**src/rtl/argmax_scan_ctrl.sv**
```systemverilog
// Streaming arg-max controller: scans one frame of DEPTH unsigned samples
// through a single strict greater-than comparator and returns the maximum
// together with the index of its first occurrence on a valid/ready port.

// Strict unsigned greater-than comparator shared by the scan datapath.
module compare_great_than #(
    parameter int unsigned WIDTH = 16
) (
    input  logic [WIDTH-1:0] a,
    input  logic [WIDTH-1:0] b,
    output logic             gt_c
);

    assign gt_c = (a > b);

endmodule

module argmax_scan_ctrl #(
    parameter  int unsigned WIDTH = 16,
    parameter  int unsigned DEPTH = 8,
    localparam int unsigned IDX_W = $clog2(DEPTH)
) (
    input  logic             i_clk,
    input  logic             i_rst_n,
    input  logic             i_start,
    input  logic             i_abort,
    input  logic             i_valid,
    input  logic [WIDTH-1:0] i_data,
    output logic             o_ready,
    output logic             o_valid,
    input  logic             i_ready,
    output logic [WIDTH-1:0] o_max,
    output logic [IDX_W-1:0] o_idx,
    output logic             o_busy
);

    localparam logic [IDX_W-1:0] LAST_IDX = IDX_W'(DEPTH - 1);

    typedef enum logic [1:0] {
        IDLE = 2'd0,
        SCAN = 2'd1,
        DONE = 2'd2
    } state_t;

    state_t           state;
    logic [IDX_W-1:0] cnt;
    logic             gt_c;

    // Single comparator: new sample against the running maximum.
    compare_great_than #(.WIDTH(WIDTH)) u_cmp (
        .a    (i_data),
        .b    (o_max),
        .gt_c (gt_c)
    );

    // Frame sequencing, running max/index tracking and registered handshakes.
    always_ff @(posedge i_clk or negedge i_rst_n) begin
        if (!i_rst_n) begin
            state   <= IDLE;
            cnt     <= '0;
            o_ready <= 1'b0;
            o_valid <= 1'b0;
            o_busy  <= 1'b0;
            o_max   <= '0;
            o_idx   <= '0;
        end else if (i_abort) begin
            // Abort wins over everything; the result registers keep whatever they hold.
            state   <= IDLE;
            o_ready <= 1'b0;
            o_valid <= 1'b0;
            o_busy  <= 1'b0;
        end else begin
            case (state)
                IDLE: begin
                    if (i_start) begin
                        state   <= SCAN;
                        cnt     <= '0;
                        o_ready <= 1'b1;
                        o_busy  <= 1'b1;
                    end
                end
                SCAN: begin
                    if (i_valid) begin
                        // First sample seeds unconditionally; ties never update, keeping the lowest index.
                        if (cnt == '0) begin
                            o_max <= i_data;
                            o_idx <= '0;
                        end else if (gt_c) begin
                            o_max <= i_data;
                            o_idx <= cnt;
                        end
                        if (cnt == LAST_IDX) begin
                            state   <= DONE;
                            cnt     <= '0;
                            o_ready <= 1'b0;
                            o_valid <= 1'b1;
                        end else begin
                            cnt <= cnt + IDX_W'(1);
                        end
                    end
                end
                DONE: begin
                    if (i_ready) begin
                        state   <= IDLE;
                        o_valid <= 1'b0;
                        o_busy  <= 1'b0;
                    end
                end
                default: begin
                    state   <= IDLE;
                    o_ready <= 1'b0;
                    o_valid <= 1'b0;
                    o_busy  <= 1'b0;
                end
            endcase
        end
    end

endmodule

```
**config.mk**
```make
export PLATFORM = sky130hd
export DESIGN_NAME = argmax_scan_ctrl
export DESIGN_NICKNAME = d
export VERILOG_FILES = /design/src/rtl/argmax_scan_ctrl.sv
export SDC_FILE = /design/constraint.sdc
export NUM_CORES = 1
export LEC_CHECK = 0
export ABC_AREA = 1
export BUFFER_PORTS_ARGS = -buffer_cell sky130_fd_sc_hd__buf_4
export CORE_ASPECT_RATIO = 1.1
export CORE_MARGIN = 2
export CORE_UTILIZATION = 56
export CTS_CLUSTER_DIAMETER = 30
export DETAILED_ROUTE_END_ITERATION = 10
export HOLD_SLACK_MARGIN = 0.03
export PLACE_DENSITY = 0.84
export SETUP_SLACK_MARGIN = 0.4
export SYNTH_ARGS = -nofsm -noshare
export SYNTH_HDL_FRONTEND = slang
export SYNTH_SLANG_ARGS = --single-unit
```
**constraint.sdc**
```tcl
create_clock -name i_clk -period 3.3 [get_ports i_clk]
set_input_delay 0.66 -clock i_clk [delete_from_list [all_inputs] [get_ports i_clk]]
set_output_delay 0.66 -clock i_clk [all_outputs]
set_load 0.1 [all_outputs]
```
; ---- After elaboration in Yosys (flattened, before gate mapping)
; Cells that the tools add are included.
[totals]
word_cells = 58
ff_bits = 27
input_bits = 22
output_inout_bits = 22
[classes]
n_bitwise = 1
muxes = 26
eq_ne = 12
magnitude_cmp = 1
addsub = 1
reduce_logical = 10
[op_table]
columns = op, count
row1 = 16-bit two-way mux, 2
row2 = 4-bit AND reduction, 5
row3 = 16-bit greater-than comparator, 1
row4 = 3-bit two-way mux, 5
row5 = "3-bit != test, second input constant", 4
row6 = 2-bit two-way mux, 5
row7 = "2-bit != test, second input constant", 5
row8 = 1-bit two-way mux, 9
row9 = 1-bit case mux with 3 select lines, 3
row10 = 2-bit case mux with 3 select lines, 1
row11 = 3-bit case mux with 2 select lines, 1
row12 = 2-bit nonzero test, 2
row13 = "3-bit by 1-bit adder with 3-bit output, second input constant", 1
row14 = "3-bit == test, second input constant", 1
row15 = 3-bit zero test, 1
row16 = 3-bit AND reduction, 1
row17 = "2-bit by 1-bit == test with 1-bit output, second input constant", 1
row18 = "2-bit == test, second input constant", 1
row19 = 2-bit zero test, 1
row20 = 1-bit inverter, 1

; ---- Depth between registers and ports, before layout
; Gate-level depths: netlist (run 1).
[depth]
ltp_word = 5
mapped_depth = 17
ltp_nobuf = 16

; ---- Hierarchy
; Synthesis (run 1) repeated with hierarchy kept, for this count alone.
[unflattened]
hier_cells = 220
hier_area_um2 = 1769.2
[modules_own_cells]
columns = module, n_inst, area_per_inst_um2, cells_each, seq_area_each_um2
row1 = argmax_scan_ctrl, 1, 1333.8, 148, 675.6
row2 = compare_great_than, 1, 435.4, 72, 0.0

; ---- Worst setup path before layout (run 1)
; OpenSTA, ideal clock, no wires.
[synth_path]
path_type = reg-to-reg
startpoint = register o_max[15]
endpoint = register o_max[0]
path_stages_with_launch = 13
synth_period_minus_slack_ns = 2.319
t_arrival_ns = 2.197
setup_ns = 0.122
n_path_buf = 2
path_slack_ns = 0.981
t_required_ns = 3.178
path_cell_list = dfrtp_1 -> inv_1 -> ha_1 -> a21oi_1 -> o21ai_0 -> a21oi_1 -> nand2_1 -> nand2_1 -> nand2_2 -> buf_6 -> buf_12 -> nand3_1 -> nand2_1
[synth_via]
elab_chain_cells = 3
[synth_lines]
columns = element, line_no
row1 = start: declaration, 32  ; output logic [WIDTH-1:0] o_max,
row2 = start signal: assignment, 86  ; o_max <= i_data;
row3 = start signal: assignment, 89  ; o_max <= i_data;
row4 = 16-bit greater-than comparator, 14  ; assign gt_c = (a > b);
row5 = 2-bit nonzero test (no line), --
row6 = 4-bit AND reduction (no line), --
; No other way between the ends.
; A chain may end at the register's enable or synchronous reset.

; ---- Worst setup path after layout (run 1)
[layout_path]
startpoint = input port i_data[5]
endpoint = register o_idx[2]
[layout_via]
elab_chain_cells = 3
[layout_lines]
columns = element, line_no
row1 = start: declaration, 28  ; input logic [WIDTH-1:0] i_data,
row2 = 16-bit greater-than comparator, 14
row3 = 2-bit nonzero test (no line), --
row4 = 4-bit AND reduction (no line), --
row5 = end signal: assignment, 90  ; o_idx <= cnt;
row6 = end: declaration, 33  ; output logic [IDX_W-1:0] o_idx,
; No other way between the ends.

==> impl_metrics.json, run 1 <==
{
  "syn_inst": 212,
  "cpMaxStageDelayCell": "ha_1",
  "syn_area_um2": 1670,
  "cts_buffers": 3,
  "rsz0062_at_grt": "no",
  "synth_area_per_cell_um2": 7.88,
  "critPathMaxFanout": 20,
  "dp.final_hpwl_um": 2570,
  "synth_top_area_share_pct": 40.4,
  "boundaryPins": 44,
  "synth_area_leader_cell": "dfrtp_1",
  "async_flop_share_pct": 100,
  "syn_nets": 253,
  "slew_violations": 0,
  "critPathArrivalTime_ns": 2.33,
  "nNetsFinal": 296,
  "synth_top_family_by_area": "simple AND/OR/NAND/NOR gates",
  "h-tree-depth": 1,
  "synth_edf_count": 0,
  "synth_warnings": 0,
  "grt_pass1_vias": 1368,
  "relSlewSlack_pct": 64.0,
  "final_area_um2": 2010,
  "grt_pass1_wl_um": 5530,
  "synth_mux_area_share_pct": 0,
  "placed_cells": 283,
  "syn2layout_area_growth_pct": 20.2,
  "cts_tree": "done",
  "fmax_ghz": 0.487,
  "cts_hold_buf": 0,
  "grt_remaining_overflow": 0,
  "timing.final.crit_share_pct": 62.2,
  "start_kind": "input port",
  "crit_chain": "buf_4 > ha_1 > a21oi_1 > nor2_1 > nor2_1 > nand2_1 > nand2_1 > nand2_1 > nand2_1 > nand2_2 > nand2_4 > nand2_1 > nand2_1",
  "drtIter0Drc": 38,
  "post-synth-top-count-cell": "nand2_1",
  "cp-end-kind": "flop",
  "critPathRequiredTime_ns": 3.57,
  "crit_buf_inv": 1,
  "synth_xor_area_share_pct": 0,
  "ys.flop_type": "dfrtp_1",
  "clock_sinks": 27,
  "wirelength_um": 3330,
  "outcome": "finished, final reports clean",
  "hold_viol": 0,
  "num_antenna_cells": 0,
  "routedWlPerCell_um": 11.6,
  "slowest_delay_ns": 0.30,
  "synth_fa_ha_area_share_pct": 14.2,
  "final_cells": 287,
  "grt_use_total_pct": 20.4,
  "setup_viol": 0,
  "drc_errors": 0,
  "cap_violations": 0,
  "cts.clk_slew.worst_paths_ns": 0.15,
  "gp_congestion": 0.738,
  "fillCellCount": 240,
  "tns_ns": 0,
  "clockBufferDepth": 2,
  "worst_pin_slew_ns": 0.538,
  "drtAntennaViolNets": 0,
  "chipWidth_um": 56.1,
  "vias": 1474,
  "grt_start_max_net_pins": 28,
  "portBuffers": 43,
  "cts_setup_buffers": 0,
  "crit_top_cell": "nand2_1",
  "ys_ff_latch": 27,
  "cpLargestDelayFamily": "simple AND/OR/NAND/NOR gates",
  "crit_type": "input port to flop",
  "root_buffer": "clkbuf_4",
  "clock_latency_ns": 0.32,
  "die_h_um": 61.3,
  "drt-vias-per-instance": 5.14,
  "synth_common_cells": "65 x nand2_1, 32 x inv_1, 27 x dfrtp_1",
  "placed_cell_area_um2": 1980,
  "start_util_pct": 59.6,
  "post-route-util_pct": 71.7,
  "drive_above_1_share_pct": 22.0,
  "dr.pass1.iters": 4,
  "seq_area_frac_synth_pct": 40.4,
  "ctsResizeCount": 0,
  "min_path_type": "input port to async pin",
  "core-area_um2": 2800,
  "synth_compound_area_share_pct": 5.32,
  "antenna_found_initial": 0,
  "cp_num_cells": 13,
  "yosys-top-cells-area": "dfrtp_1 40%, nand2_1 15%, ha_1 14%, nand3_1 7.5%, inv_1 7.2%",
  "period_minus_slack_ns": 2.05,
  "die_area_um2": 3440,
  "synthSimpleGateAreaFrac_pct": 29.6,
  "skew_ns": 0.00970,
  "ys_types": 21,
  "worstRegToRegCells": 13,
  "num_rows": 20
}
-- stage by stage --
| step | setup slack, ns | hold WS [ns] |
|---|---|---|
| 5_1_grt | 1.05 | 0.233 |
| 3_3_place_gp | 0.950 | 0.463 |
| 6_report | 1.25 | 0.218 |
| 2_1_floorplan | 0.981 | 0.364 |
| 4_1_cts | 1.27 | 0.226 |
| 3_5_place_dp | 0.926 | 0.459 |
-- kinds of logic after synthesis --
family          count (synthesis)
compound gates                 17
fa+ha+maj                      19
buf+inv                        37
flops                          27
simple gates                  112
-- layout by cell type, fill, tap and decap left out, drive strengths merged --
master,count
dfrtp,27
a21oi,8
a21o,1
or2,1
nor2,13
nor3,2
buf,43
ha,19
clkinv,1
o21ai,7
clkbuf,3
nand2,69
nand3,25
inv,32
o22ai,1
nand4,2
-- sequential cells by signal, summed over array words and instances, names as in the netlist --
name     flops
o_max       16
o_busy       1
o_ready      1
o_idx        3
state        2
o_valid      1
cnt          3
-- worst register-to-register path, delay by kind of cell, from the launching register on --
kind                     cells  cell delay (ns)
buffers and inverters        1             0.06
adder cells (fa/ha/maj)      1             0.28
AND/OR/NAND/NOR             11             1.21
flip-flops                   1             0.41
-- final cells by class --
type	instances	area, µm²	area share (%)
flip-flops and latches	27	676	33.6
clock buffers	3	22.5	1.12
clock inverters	1	5.00	0.249
well taps	33	41.3	2.06
repair buffers	43	323	16.1
multi-input cells	148	821	40.9
inverters	32	120	5.98
-- path summary, 6_finish.rpt --
| kind | to | startpoint | slack (ns) |
|---|---|---|---|
| min | state[0] | i_rst_n | 0.22 |
| max reg2reg | o_idx[2] | o_max[7] | 1.25 |
| max | o_idx[2] | i_data[5] | 1.25 |
| max in group asynchronous | cnt[2] | i_rst_n | 2.83 |
| min reg2reg | o_idx[0] | o_idx[0] | 0.49 |
| min in group i_clk | o_idx[0] | o_idx[0] | 0.49 |
-- layer usage --
layer  vias up  wire length [µm]  global-route usage (%)  share of wire (%)
li1        758                 -                       -                  -
met1       687              1420                    23.7                 43
met2        27              1780                    40.0                 53
met3         2               108                    2.31                3.2
met4         0                24                    6.80               0.72
met5         -                 0                       0                  0
Power of run 1 is left out: the tool's default activity adds up to more than one toggle a clock period on the data nets, which glitch-free logic cannot reach.
==> inputs of run 2 (changes only) <==
--- a/config.mk
+++ b/config.mk
@@ -9,11 +9,11 @@
 export BUFFER_PORTS_ARGS = -buffer_cell sky130_fd_sc_hd__buf_4
 export CORE_ASPECT_RATIO = 1.1
 export CORE_MARGIN = 2
-export CORE_UTILIZATION = 56
+export CORE_UTILIZATION = 52
 export CTS_CLUSTER_DIAMETER = 30
 export DETAILED_ROUTE_END_ITERATION = 10
 export HOLD_SLACK_MARGIN = 0.03
-export PLACE_DENSITY = 0.84
+export PLACE_DENSITY = 0.79
 export SETUP_SLACK_MARGIN = 0.4
 export SYNTH_ARGS = -nofsm -noshare
 export SYNTH_HDL_FRONTEND = slang
==> constraint.sdc (replaced) <==
create_clock -name i_clk -period 2 [get_ports i_clk]
set_input_delay 0.4 -clock i_clk [delete_from_list [all_inputs] [get_ports i_clk]]
set_output_delay 0.4 -clock i_clk [all_outputs]
set_load 0.1 [all_outputs]
==> impl_metrics.json, run 2 (synthesis results as in run 1) <==
{
  "hold_viol": 0,
  "drive_above_1_share_pct": 39.8,
  "fmax_ghz": 0.572,
  "grt_pass1_wl_um": 6550,
  "die_area_um2": 3680,
  "grt_remaining_overflow": 0,
  "period_minus_slack_ns": 1.75,
  "tns_ns": 0,
  "relSlewSlack_pct": 77.1,
  "largest_reg_flops": 16,
  "setup_viol": 0,
  "wirelength_um": 3810,
  "cap_violations": 0,
  "worstRegToRegCells": 11,
  "start_kind": "flop",
  "rsz0062_at_grt": "yes",
  "drc_errors": 0,
  "critPathRequiredTime_ns": 2.24,
  "clock_sinks": 27,
  "clock_latency_ns": 0.33,
  "cts_buffers": 3,
  "num_rows": 21,
  "drtAntennaViolNets": 0,
  "worst_hold_path.endpoint": "o_max[0]",
  "holdPathStages": 3,
  "dr.pass1.iters": 4,
  "top_register": "o_max",
  "die_h_um": 63.4,
  "dp.final_hpwl_um": 2740,
  "timing.rr.start": "o_max[11]",
  "syn2layout_area_growth_pct": 39.0,
  "num_antenna_cells": 0,
  "h-tree-depth": 1,
  "routedWlPerCell_um": 12.7,
  "skew_ns": 0.00583,
  "crit_type": "flop to flop",
  "cts_tree": "done",
  "grt_use_total_pct": 23.0,
  "grt_pass1_vias": 1588,
  "hp-start": "i_data[0]",
  "clockBufferDepth": 2,
  "chipWidth_um": 58.0,
  "reg2reg_slack_ns": 0.25,
  "critPathArrivalTime_ns": 1.99,
  "min_path_type": "input port to flop",
  "vias": 1559,
  "timing.final.crit_share_pct": 87.4,
  "cts.clk_slew.worst_paths_ns": 0.15,
  "gp_congestion": 0.712,
  "antenna_found_initial": 0,
  "portBuffers": 43,
  "nNetsFinal": 308,
  "boundaryPins": 44,
  "cp-end-kind": "flop",
  "core-area_um2": 3050,
  "slew_violations": 0,
  "drtIter0Drc": 53,
  "start_util_pct": 54.8,
  "drt-vias-per-instance": 5.20,
  "final_common_cell": "nand2_1",
  "grt_start_max_net_pins": 28,
  "reg_top3": "o_max: 16 flops, cnt: 3 flops, o_idx: 3 flops",
  "root_buffer": "clkbuf_4",
  "critPathMaxFanout": 10,
  "worst_pin_slew_ns": 0.343,
  "outcome": "finished, final reports clean",
  "r2r_end": "o_max[6]",
  "layout_common_cells": "64 x nand2_1, 49 x buf_4, 25 x nand3_1"
}
==> run 2: changes by cell type in the layout (fill, tap and decap cells not counted), moves of 4 or more <==
cell,change
ha_1,-8
a21oi_2,+5
buf_4,+6
dfrtp_4,+15
buf_6,+4
ha_4,+8
inv_2,+10
inv_1,-10
a21oi_1,-5
dfrtp_1,-16
==> run 2: worst max-delay path, cell delays in order (launching register included) <==
cell and delay, ns:
dfrtp_4 0.51, inv_2 0.07, ha_4 0.20, a21oi_2 0.16, nand2_1 0.09, a21oi_2 0.12, nand2_1 0.07, nand2_2 0.07
nand2_4 0.08, buf_8 0.15, nand3_1 0.07, nand2_1 0.05
==> run 2: through the flow <==
stage                     hold slack, ns  cells  setup slack [ns]  cell area, µm²  utilization [%]
final                              0.302    300             0.253            2320             76.2
after global routing               0.295    300             0.104            2320             76.2
after CTS                          0.294    295             0.277            2260             74.1
after detailed placement           0.332    287             0.136            2150             70.6
after global placement             0.334    287             0.194            2150             70.6
after floorplan                    0.104    212             0.103            1820                -
==> run 2: area by class of cell <==
type                            count  area [µm²]
Sequential cell                    27         733
Fill cell                         235         726
Inverter                           32         120
Timing Repair Buffer               55         438
Clock buffer                        4        26.3
Tap cell                           34        42.5
Multi-Input combinational cell    148         962
==> run 2: worst max path at each step <==
stage | start | endpoint | slack [ns] | cells past startpoint
finish | o_max[11] | o_max[6] | 0.25 | 11
global route | o_max[1] | o_max[9] | 0.10 | 15
CTS | o_max[9] | o_idx[1] | 0.28 | 13
detailed placement | i_data[13] | o_max[7] | 0.14 | 11
global placement | i_data[13] | o_max[8] | 0.19 | 11
floorplan | o_max[15] | o_idx[0] | 0.10 | 11
==> run 2: timing repair <==
item                       in CTS  in global routing
hold buffers                    1                  0
setup endpoints to repair      19                 25
hold endpoints to repair       27                  0
resized for setup               9                  6
pin swaps                       1                  1
buffers inserted                3                  5
==> run 2: routing by layer <==
layer | GRT usage (%) | routed length (µm) | vias to the layer above
met5 | 0 | 0 | -
li1 | - | - | 779
met1 | 24.0 | 1470 | 730
met4 | 13.7 | 114 | 0
met3 | 4.93 | 186 | 12
met2 | 40.9 | 2030 | 38
Power of run 2 is left out for the same reason.
==> inputs of run 3 (changes only) <==
--- a/config.mk
+++ b/config.mk
@@ -9,11 +9,11 @@
 export BUFFER_PORTS_ARGS = -buffer_cell sky130_fd_sc_hd__buf_4
 export CORE_ASPECT_RATIO = 1.1
 export CORE_MARGIN = 2
-export CORE_UTILIZATION = 52
+export CORE_UTILIZATION = 35
 export CTS_CLUSTER_DIAMETER = 30
 export DETAILED_ROUTE_END_ITERATION = 10
 export HOLD_SLACK_MARGIN = 0.03
-export PLACE_DENSITY = 0.79
+export PLACE_DENSITY = 0.55
 export SETUP_SLACK_MARGIN = 0.4
 export SYNTH_ARGS = -nofsm -noshare
 export SYNTH_HDL_FRONTEND = slang
==> impl_metrics.json, run 3 (synthesis results as in run 1) <==
{
  "crit_type": "flop to flop",
  "slowest_delay_ns": 0.49,
  "drc_errors": 0,
  "wirelength_um": 3860,
  "timing.rr.start": "o_max[2]",
  "start_kind": "flop",
  "grt_use_total_pct": 15.7,
  "fmax_ghz": 0.570,
  "tns_ns": 0,
  "drtAntennaViolNets": 0,
  "largest_reg_flops": 16,
  "period_minus_slack_ns": 1.75,
  "worst_pin_slew_ns": 0.360,
  "nNetsFinal": 309,
  "min_path_type": "input port to async pin",
  "clock_sinks": 27,
  "h-tree-depth": 1,
  "reg2reg_slack_ns": 0.25,
  "hold_viol": 0,
  "routedWlPerCell_um": 11.9,
  "dr.pass1.iters": 4,
  "skew_ns": 0.00646,
  "worstRegToRegCells": 15,
  "grt_start_max_net_pins": 28,
  "grt_remaining_overflow": 0,
  "cts.clk_slew.worst_paths_ns": 0.10,
  "r2r_end": "o_max[10]",
  "drtIter0Drc": 35,
  "cap_violations": 0,
  "layout_common_cells": "63 x nand2_1, 52 x buf_4, 21 x inv_1",
  "dp.final_hpwl_um": 2830,
  "worstSetupStartpoint": "o_max[2]",
  "setup_viol": 0,
  "cts_buffers": 3,
  "portBuffers": 43,
  "slew_violations": 0,
  "drt-vias-per-instance": 4.68,
  "fillCellCount": 471,
  "grt_pass1_vias": 1498,
  "final_common_cell": "nand2_1",
  "relSlewSlack_pct": 76.0,
  "cp-end-kind": "flop",
  "timing.final.crit_share_pct": 87.7,
  "critPathRequiredTime_ns": 2.18,
  "cpMaxStageDelayCell": "dfrtp_4",
  "die_area_um2": 5340,
  "num_rows": 26,
  "syn2layout_area_growth_pct": 43.9,
  "antenna_found_initial": 0,
  "die_h_um": 76.5,
  "rsz0062_at_grt": "yes",
  "num_antenna_cells": 0,
  "gp_congestion": 0.746,
  "core-area_um2": 4620,
  "grt_pass1_wl_um": 6760,
  "chipWidth_um": 69.9,
  "outcome": "finished, final reports clean",
  "clockBufferDepth": 2,
  "top_register": "o_max",
  "regArea_um2": 733,
  "cts_tree": "done",
  "critPathMaxFanout": 8,
  "reg_top3": "o_max: 16 flops, cnt: 3 flops, o_idx: 3 flops",
  "clock_latency_ns": 0.28,
  "multi_input_area_um2": 991,
  "start_util_pct": 36.2,
  "crit_chain": "inv_2 > ha_1 > nand2_1 > inv_1 > nand2_1 > nand2_1 > nand2_1 > nand2_1 > nand2_1 > nand2_1 > nand2_2 > nand2_4 > buf_6 > nand3_1 > nand2_1",
  "crit_top_cell": "nand2_1",
  "boundaryPins": 44,
  "critPathArrivalTime_ns": 1.93,
  "root_buffer": "clkbuf_8",
  "vias": 1511,
  "drive_above_1_share_pct": 43.1
}
-- run 3: changes by cell type in the layout (fill, tap and decap cells not counted), sizes merged --
cell         previous run  this run
buf                    54        56
dlygate4sd3             1         0
-- run 3: per-layer routing --
metal	routed length, µm	part of all wire (%)	GRT usage (%)
met1	1750	45	19.6
met4	53	1.4	5.19
met3	162	4.2	2.65
met5	0	0	0
met2	1890	49	27.3
-- run 3: area by class of cell --
type / instances / area share [%]
Clock buffer: 4 / 1.87
Timing Repair Buffer: 56 / 18.5
Inverter: 32 / 5.00
Sequential cell: 27 / 30.5
Tap cell: 56 / 2.92
Multi-Input combinational cell: 148 / 41.2
-- run 3: what timing repair did --
item,CTS,global route
endpoints found under the setup margin,19,22
gates resized for setup,13,7
setup buffers,5,4
gates cloned,1,0
pin swaps,0,7
hold buffers,0,0
-- run 3: critical path, delay by kind of cell (launching register included) --
family / cells / cell delay (ns)
simple gates: 11 / 0.71
buf+inv: 3 / 0.25
fa+ha+maj: 1 / 0.21
flops: 1 / 0.49
-- run 3: worst max path at each step --
stage                 to  slack, ns  cells after the start
3_5_place_dp    o_idx[1]       0.19                     15
2_1_floorplan   o_idx[0]       0.10                     11
4_1_cts         o_idx[1]       0.27                     13
5_1_grt         o_max[2]       0.09                     13
6_report       o_max[10]       0.25                     15
3_3_place_gp    o_idx[0]       0.21                     11
-- run 3: through the flow --
stage / worst slack, ns / instance area (µm²) / instances / util (%) / hold slack (ns)
floorplan: 0.103 / 1820 / 212 / - / 0.104
global placement: 0.209 / 2180 / 309 / 47.2 / 0.344
detailed placement: 0.193 / 2180 / 309 / 47.2 / 0.344
CTS: 0.272 / 2320 / 319 / 50.3 / 0.0363
global route: 0.0905 / 2400 / 323 / 52.0 / 0.0472
finish: 0.247 / 2400 / 323 / 52.0 / 0.0254
Power of run 3 is left out for the same reason.
